## src/rtl/parity_check.sv

```systemverilog
// Receive-side parity checker: registers each valid word through with one cycle
// of latency, flags per-byte parity mismatches and keeps error statistics.
module parity_check #(
  parameter int ODD        = 0,
  parameter int CNT_W      = 16,
  parameter int IRQ_THRESH = 1
) (
  input  logic             clk,
  input  logic             rst_n,
  input  logic [31:0]      din,
  input  logic [3:0]       parity_in,
  input  logic             din_valid,
  input  logic             clr,
  output logic [31:0]      dout,
  output logic             dout_valid,
  output logic [3:0]       byte_err,
  output logic             word_err,
  output logic             err_sticky,
  output logic [CNT_W-1:0] err_count,
  output logic [31:0]      first_err_data,
  output logic [3:0]       first_err_byte,
  output logic             err_irq
);

  localparam bit               ODD_BIT   = (ODD != 0);
  localparam logic [CNT_W-1:0] CNT_MAX   = '1;
  localparam logic [CNT_W-1:0] IRQ_LEVEL = CNT_W'(IRQ_THRESH);

  logic [3:0]       mism;
  logic [CNT_W-1:0] cnt_base, cnt_next;
  logic             sticky_base, sticky_next;
  logic [31:0]      fd_base, fd_next;
  logic [3:0]       fb_base, fb_next;

  // NOTE: every always_comb output gets a default first so no path can infer a latch.
  always_comb begin
    mism = '0;
    for (int i = 0; i < 4; i++) begin
      mism[i] = din_valid & ((^din[8*i +: 8] ^ ODD_BIT) != parity_in[i]);
    end
  end

  // A clear acts before this cycle's word, so a colliding error is the new first error.
  always_comb begin
    cnt_base    = clr ? '0    : err_count;
    sticky_base = clr ? 1'b0  : err_sticky;
    fd_base     = clr ? '0    : first_err_data;
    fb_base     = clr ? '0    : first_err_byte;
    cnt_next    = cnt_base;
    sticky_next = sticky_base;
    fd_next     = fd_base;
    fb_next     = fb_base;
    if (|mism) begin
      sticky_next = 1'b1;
      if (!sticky_base) begin
        fd_next = din;
        fb_next = mism;
      end
      if (cnt_base != CNT_MAX) begin
        cnt_next = cnt_base + CNT_W'(1);
      end
    end
  end

  // NOTE: sequential state uses non-blocking assignments so all flops update together.
  // NOTE: dout is a plain register, not a memory, so it is reset along with everything else.
  always_ff @(posedge clk) begin
    if (!rst_n) begin
      dout           <= '0;
      dout_valid     <= 1'b0;
      byte_err       <= '0;
      err_count      <= '0;
      err_sticky     <= 1'b0;
      first_err_data <= '0;
      first_err_byte <= '0;
    end else begin
      if (din_valid) begin
        dout       <= din;
        dout_valid <= 1'b1;
        byte_err   <= mism;
      end else begin
        dout_valid <= 1'b0;
        byte_err   <= '0;
      end
      err_count      <= cnt_next;
      err_sticky     <= sticky_next;
      first_err_data <= fd_next;
      first_err_byte <= fb_next;
    end
  end

  assign word_err = |byte_err;
  assign err_irq  = err_sticky && (err_count >= IRQ_LEVEL);

endmodule

```

## config.mk

```make
export PLATFORM = sky130hd
export DESIGN_NAME = parity_check
export DESIGN_NICKNAME = d
export VERILOG_FILES = /design/src/rtl/parity_check.sv
export SDC_FILE = /design/constraint.sdc
export NUM_CORES = 1
export LEC_CHECK = 0
export ABC_AREA = 1
export ABC_CLOCK_PERIOD_IN_PS = 2700
export BUFFER_PORTS_ARGS = -buffer_cell sky130_fd_sc_hd__buf_2
export CAP_MARGIN = 10
export CORE_UTILIZATION = 25
export DETAILED_ROUTE_END_ITERATION = 10
export GPL_ROUTABILITY_DRIVEN = 0
export PLACE_DENSITY = 0.54
export SYNTH_ARGS = -nofsm -noshare
export SYNTH_HDL_FRONTEND = slang
export SYNTH_SLANG_ARGS = --single-unit
```

## constraint.sdc

```tcl
create_clock -name clk -period 2.7 [get_ports clk]
set_clock_uncertainty 0.05 [all_clocks]
set_input_delay 0.54 -clock clk [delete_from_list [all_inputs] [get_ports clk]]
set_output_delay 0.54 -clock clk [all_outputs]
set_load 0.005 [all_outputs]
```

* Word-level counts from Yosys, hierarchy flattened
Cells that the tools add are included.
Widths: inputs -> output; s select.
** Storage, ports and cells
- Flip-flop bits (word level) :: 90
- Input port bits :: 40
- Output and inout bits :: 92
- Logic and storage cells :: 38
** Cells by class
- $add $sub $neg :: 1
- Magnitude comparators :: 1
- Eq/ne operators :: 5
- Multiplexer cells :: 12
- Bitwise logic cells :: 4
- Reduce and logical (&&, ||, !) cells :: 8
** Operators with widths (number)
- $mux 32 :: 3
- $mux 16 :: 3
- $reduce_xor 8->1 :: 4
- $add 16x1->16 const B :: 1
- $ge 16x1->1 const B :: 1
- $ne 16x16->1 const B :: 1
- $mux 4 :: 3
- $reduce_or 4->1 :: 2
- $and 1x1->1 :: 4
- $ne 1x1->1 :: 4
- $mux 1 :: 3
- $reduce_and 2->1 :: 1
- $logic_and 1x1->1 :: 1

* Logic depth before layout (Yosys ltp)
- Depth in word-level cells :: 5
- Depth in mapped cells :: 17
- Depth with buffers taken out :: 16

* Worst setup path after synthesis
No wires, ideal clock.
- Kind :: input-to-reg
- Start point :: in clr
- End point :: reg err_count[5]
- Library setup time :: 64 ps
- Arrival :: 2051 ps
- Required time :: 2586 ps
- Setup slack :: 535 ps
- Cell stages on the path :: 12
- Buffers on the path :: 1
- Cells stage by stage :: buf_4 nor2_1 ha_1 nand4_1 nor2_1 nand2_1 nor2_2 nand2_1 nand2_1 xor2_1 o21ai_1 nor2_1
** On the way
- Longest elaborated chain between the ends :: 4
- Elaborated cells on any way between the ends :: 5
- Those cells by class :: add/sub: 1; eq/ne: 1; mux: 3
** Ends and longest elaborated chain
- start, declared :: line 13 : input logic clr,
- $mux 16 * :: line 45 : cnt_base = clr ? '0 : err_count;
- $add 16x1->16 or $ne 16x16->1 (tied branches) :: line 60, 59
- $mux 16 :: line 59 : if (cnt_base != CNT_MAX) begin
- $mux 16 * :: line 53 : if (|mism) begin
- end signal, assigned :: line 85 : err_count <= cnt_next;
- end, declared :: line 19 : output logic [CNT_W-1:0] err_count,
Every way passes the cells marked *; elsewhere a longest branch is shown, timed or not.
A chain may end at the register's enable or synchronous reset.

* Worst setup path after layout
- Start point :: in clr
- End point :: reg err_count[0]
Same word-level chain as after synthesis.

==> reports/qor.csv <==
metric,value,unit
status,"complete, no violations",
drc,0,
cp.arrival,2.29,ns
cp_slowest_cell,nand2_1,
clkTransAtPathRegs,0.07,ns
grt_pass1_vias,4659,
yosysMostFrequentCell,nand2_1,
cts_max_level,3,
antenna_cells,0,
synthToLayoutAreaGrowth,24.7,%
rows,51,
r2r_start,err_count[1],
timing.reg2reg.worst_path_depth,12,
share_comb_of_total_power,22.7,%
die_w,143,µm
synthCells,831,
power_density,613,mW/mm²
clock_path_buffers,2,
synth-warning-count,0,
synthTopCellsByCount,"nand2_1 (337), nor2_1 (126), dfxtp_1 (90), o21ai_0 (75), inv_1 (60)",
power.leakage,0.00320,µW
finalNonFillerCells,1215,
boundaryPins,132,
holdCritStartpoint,din[11],
drive_above_1_share,18.1,%
die_area,0.0204,mm²
synth_edf_count,0,
whs_path_depth,3,
ys_ff_latch,90,
worstPathMaxFanout,14,
fill_cells,2190,
vias,5239,
cts_resized,0,
worstMarginPinSlew,0.523,ns
path_common_cell,nand2_1,
maxCapViolCount,0,
min_period,2.12,ns
core-area,0.0195,mm²
slew_headroom,65.1,%
vdd_ir_drop_max,0.308,mV
critical_path_class,input pin to flop,
syn-num-nets,872,
wl_per_cell,12.3,µm
antenna_left,0,
async_flop_share,0,%
drt_wl_total,15000,µm
slowest_delay,0.27,ns
overflow,0,
ys_seq_area_share,36.3,%
fmax,0.472,GHz
syn-cell-area,0.00497,mm²
clkPwrFrac,35.6,%
cp-end-kind,flop,
initial_utilization,25.5,%
cts_root_buf,clkbuf_16,
pwr-share-seq,41.6,%
crit_required,2.87,ns
fin_setup_tns,0,ns
slew_violations,0,
place_area,0.00589,mm²
via_per_inst,4.31,
yosysTopAreaCell,dfxtp_1,
yosys-top-cells-area,"dfxtp_1 (36%), nand2_1 (25%), nor2_1 (9.5%)",
fin_area,0.00620,mm²
p_int,2610,µW
r2r_slack,0.63,ns
hold_viol,0,
numCtsBuffers,9,
antenna_found_initial,0,
finalCritPeriodShare,78.5,%
clock_sinks,90,
ys_types,30,
p_sw,1180,µW
startpoint_type,input pin,
avgSynthCellArea,5.98,µm²
cts_tree,yes,
dpl.hpwl,10900,µm
die_h,143,µm
post_cts_buffers,0,
hold_path_class,input pin to flop,
rsz0062_at_grt,false,
r2r_end,err_count[7],
final_net_count,988,
grt_pass1_wl,23700,µm
place_inst,1201,
clock_latency,0.34,ns
final-setup-viol-count,0,
switching_share,31.2,%
grt_max_degree,58,
drtIter0Drc,213,
ys.flop_type,dfxtp_1,
yosys.area.top_type_share,36.3,%
cp_cell_sequence,"buf_2, inv_2, nand2_1, nor2_1, nand3_1, nor3_1, nand2_1, xor2_1, o21ai_0, a21oi_1",
portBuffers,131,
holdBufCountCts,0,
dr.pass1.iters,6,
grtUsageTotal,14.9,%
holdPathEnd,dout[11],
worst max-delay path, delay by kind of cell:
kind | cells | cell delay, ns
AO/OA/AOI/OAI | 2 | 0.18
buffers and inverters | 2 | 0.35
AND/OR/NAND/NOR | 5 | 0.98
XOR/XNOR | 1 | 0.22
cell families (layout without fill, tap and decap cells):
logic type,count (synthesis),count (layout),synth area share [%]
simple gates,503,503,39.8
compound gates,116,116,11.8
buf+inv,106,225,9.24
flops,90,90,36.3
xor+xnor,15,15,2.64
fa+ha+maj,1,1,0.252
power groups by stage:
stage                     Clock [µW]  Sequential (µW)  Combinational, µW
after floorplan                    0             1600                549
after global placement             0             1610                866
after detailed placement           0             1610                871
after CTS                       1400             1580                876
after global routing            1440             1600                997
final                           1350             1580                862
stage by stage:
step	hold WS, ns	worst slack (ns)	power [µW]	util (%)
after detailed placement	0.463	0.249	2480	30.3
after CTS	0.423	0.613	3850	31.8
after global routing	0.448	0.329	4040	31.8
after global placement	0.457	0.266	2480	30.3
final	0.434	0.580	3800	31.8
after floorplan	0.464	0.535	2150	-
per-layer routing:
layer  vias up  share of wire [%]  wire length, µm  track usage (%)
li1       2798                  -                -                -
met1      2322                 48             7210             19.6
met2       107                 45             6760             24.0
met3        12                5.5              827             3.22
met4         0                1.1              172             5.32
met5         -                  0                0                0
state kept, by name (all words and copies together), names as in the netlist:
name,flops
byte_err,4
dout,32
err_sticky,1
first_err_data,32
err_count,16
first_err_byte,4
dout_valid,1
how the worst max path moves through the flow:
| stage | from | end | depth (start not counted) |
|---|---|---|---|
| floorplan | clr | err_count[5] | 12 |
| detailed placement | clr | err_count[0] | 10 |
| global route | clr | err_count[0] | 10 |
| finish | clr | err_count[0] | 10 |
| global placement | clr | err_count[0] | 10 |
| CTS | clr | err_count[0] | 10 |
cell usage in the layout (no fill, tap or decap):
master	Yosys	routed
bufinv_16	0	2
nor4_1	4	4
or4_1	1	1
clkbuf_1	24	1
nand3b_1	2	2
nor3_2	1	1
ha_1	1	1
nor2_2	1	1
buf_4	1	10
o21a_1	1	1
nor2_4	1	2
o21ai_0	75	75
clkbuf_16	0	9
or2_2	1	1
a41oi_1	1	1
a21oi_1	36	36
xnor2_1	4	4
nand2_2	2	2
nand3_2	1	1
buf_12	0	3
xor2_1	11	11
dfxtp_1	90	90
inv_1	60	60
nor3_1	6	6
o21ai_1	3	3
nand3_1	16	16
clkinv_4	0	1
nor2_1	126	125
nand2_1	337	337
buf_2	4	131
inv_6	0	1
nand4_1	4	4
inv_2	7	7
final cells by class:
cell class	instances	area, µm²	area share (%)
Clock buffer	10	229	3.69
Clock inverter	4	77.6	1.25
Inverter	67	251	4.06
Multi-Input combinational cell	635	2720	43.8
Sequential cell	90	1800	29.1
Tap cell	265	332	5.35
Timing Repair Buffer	144	791	12.8
Note: power is estimated with default switching activity, not from simulation.
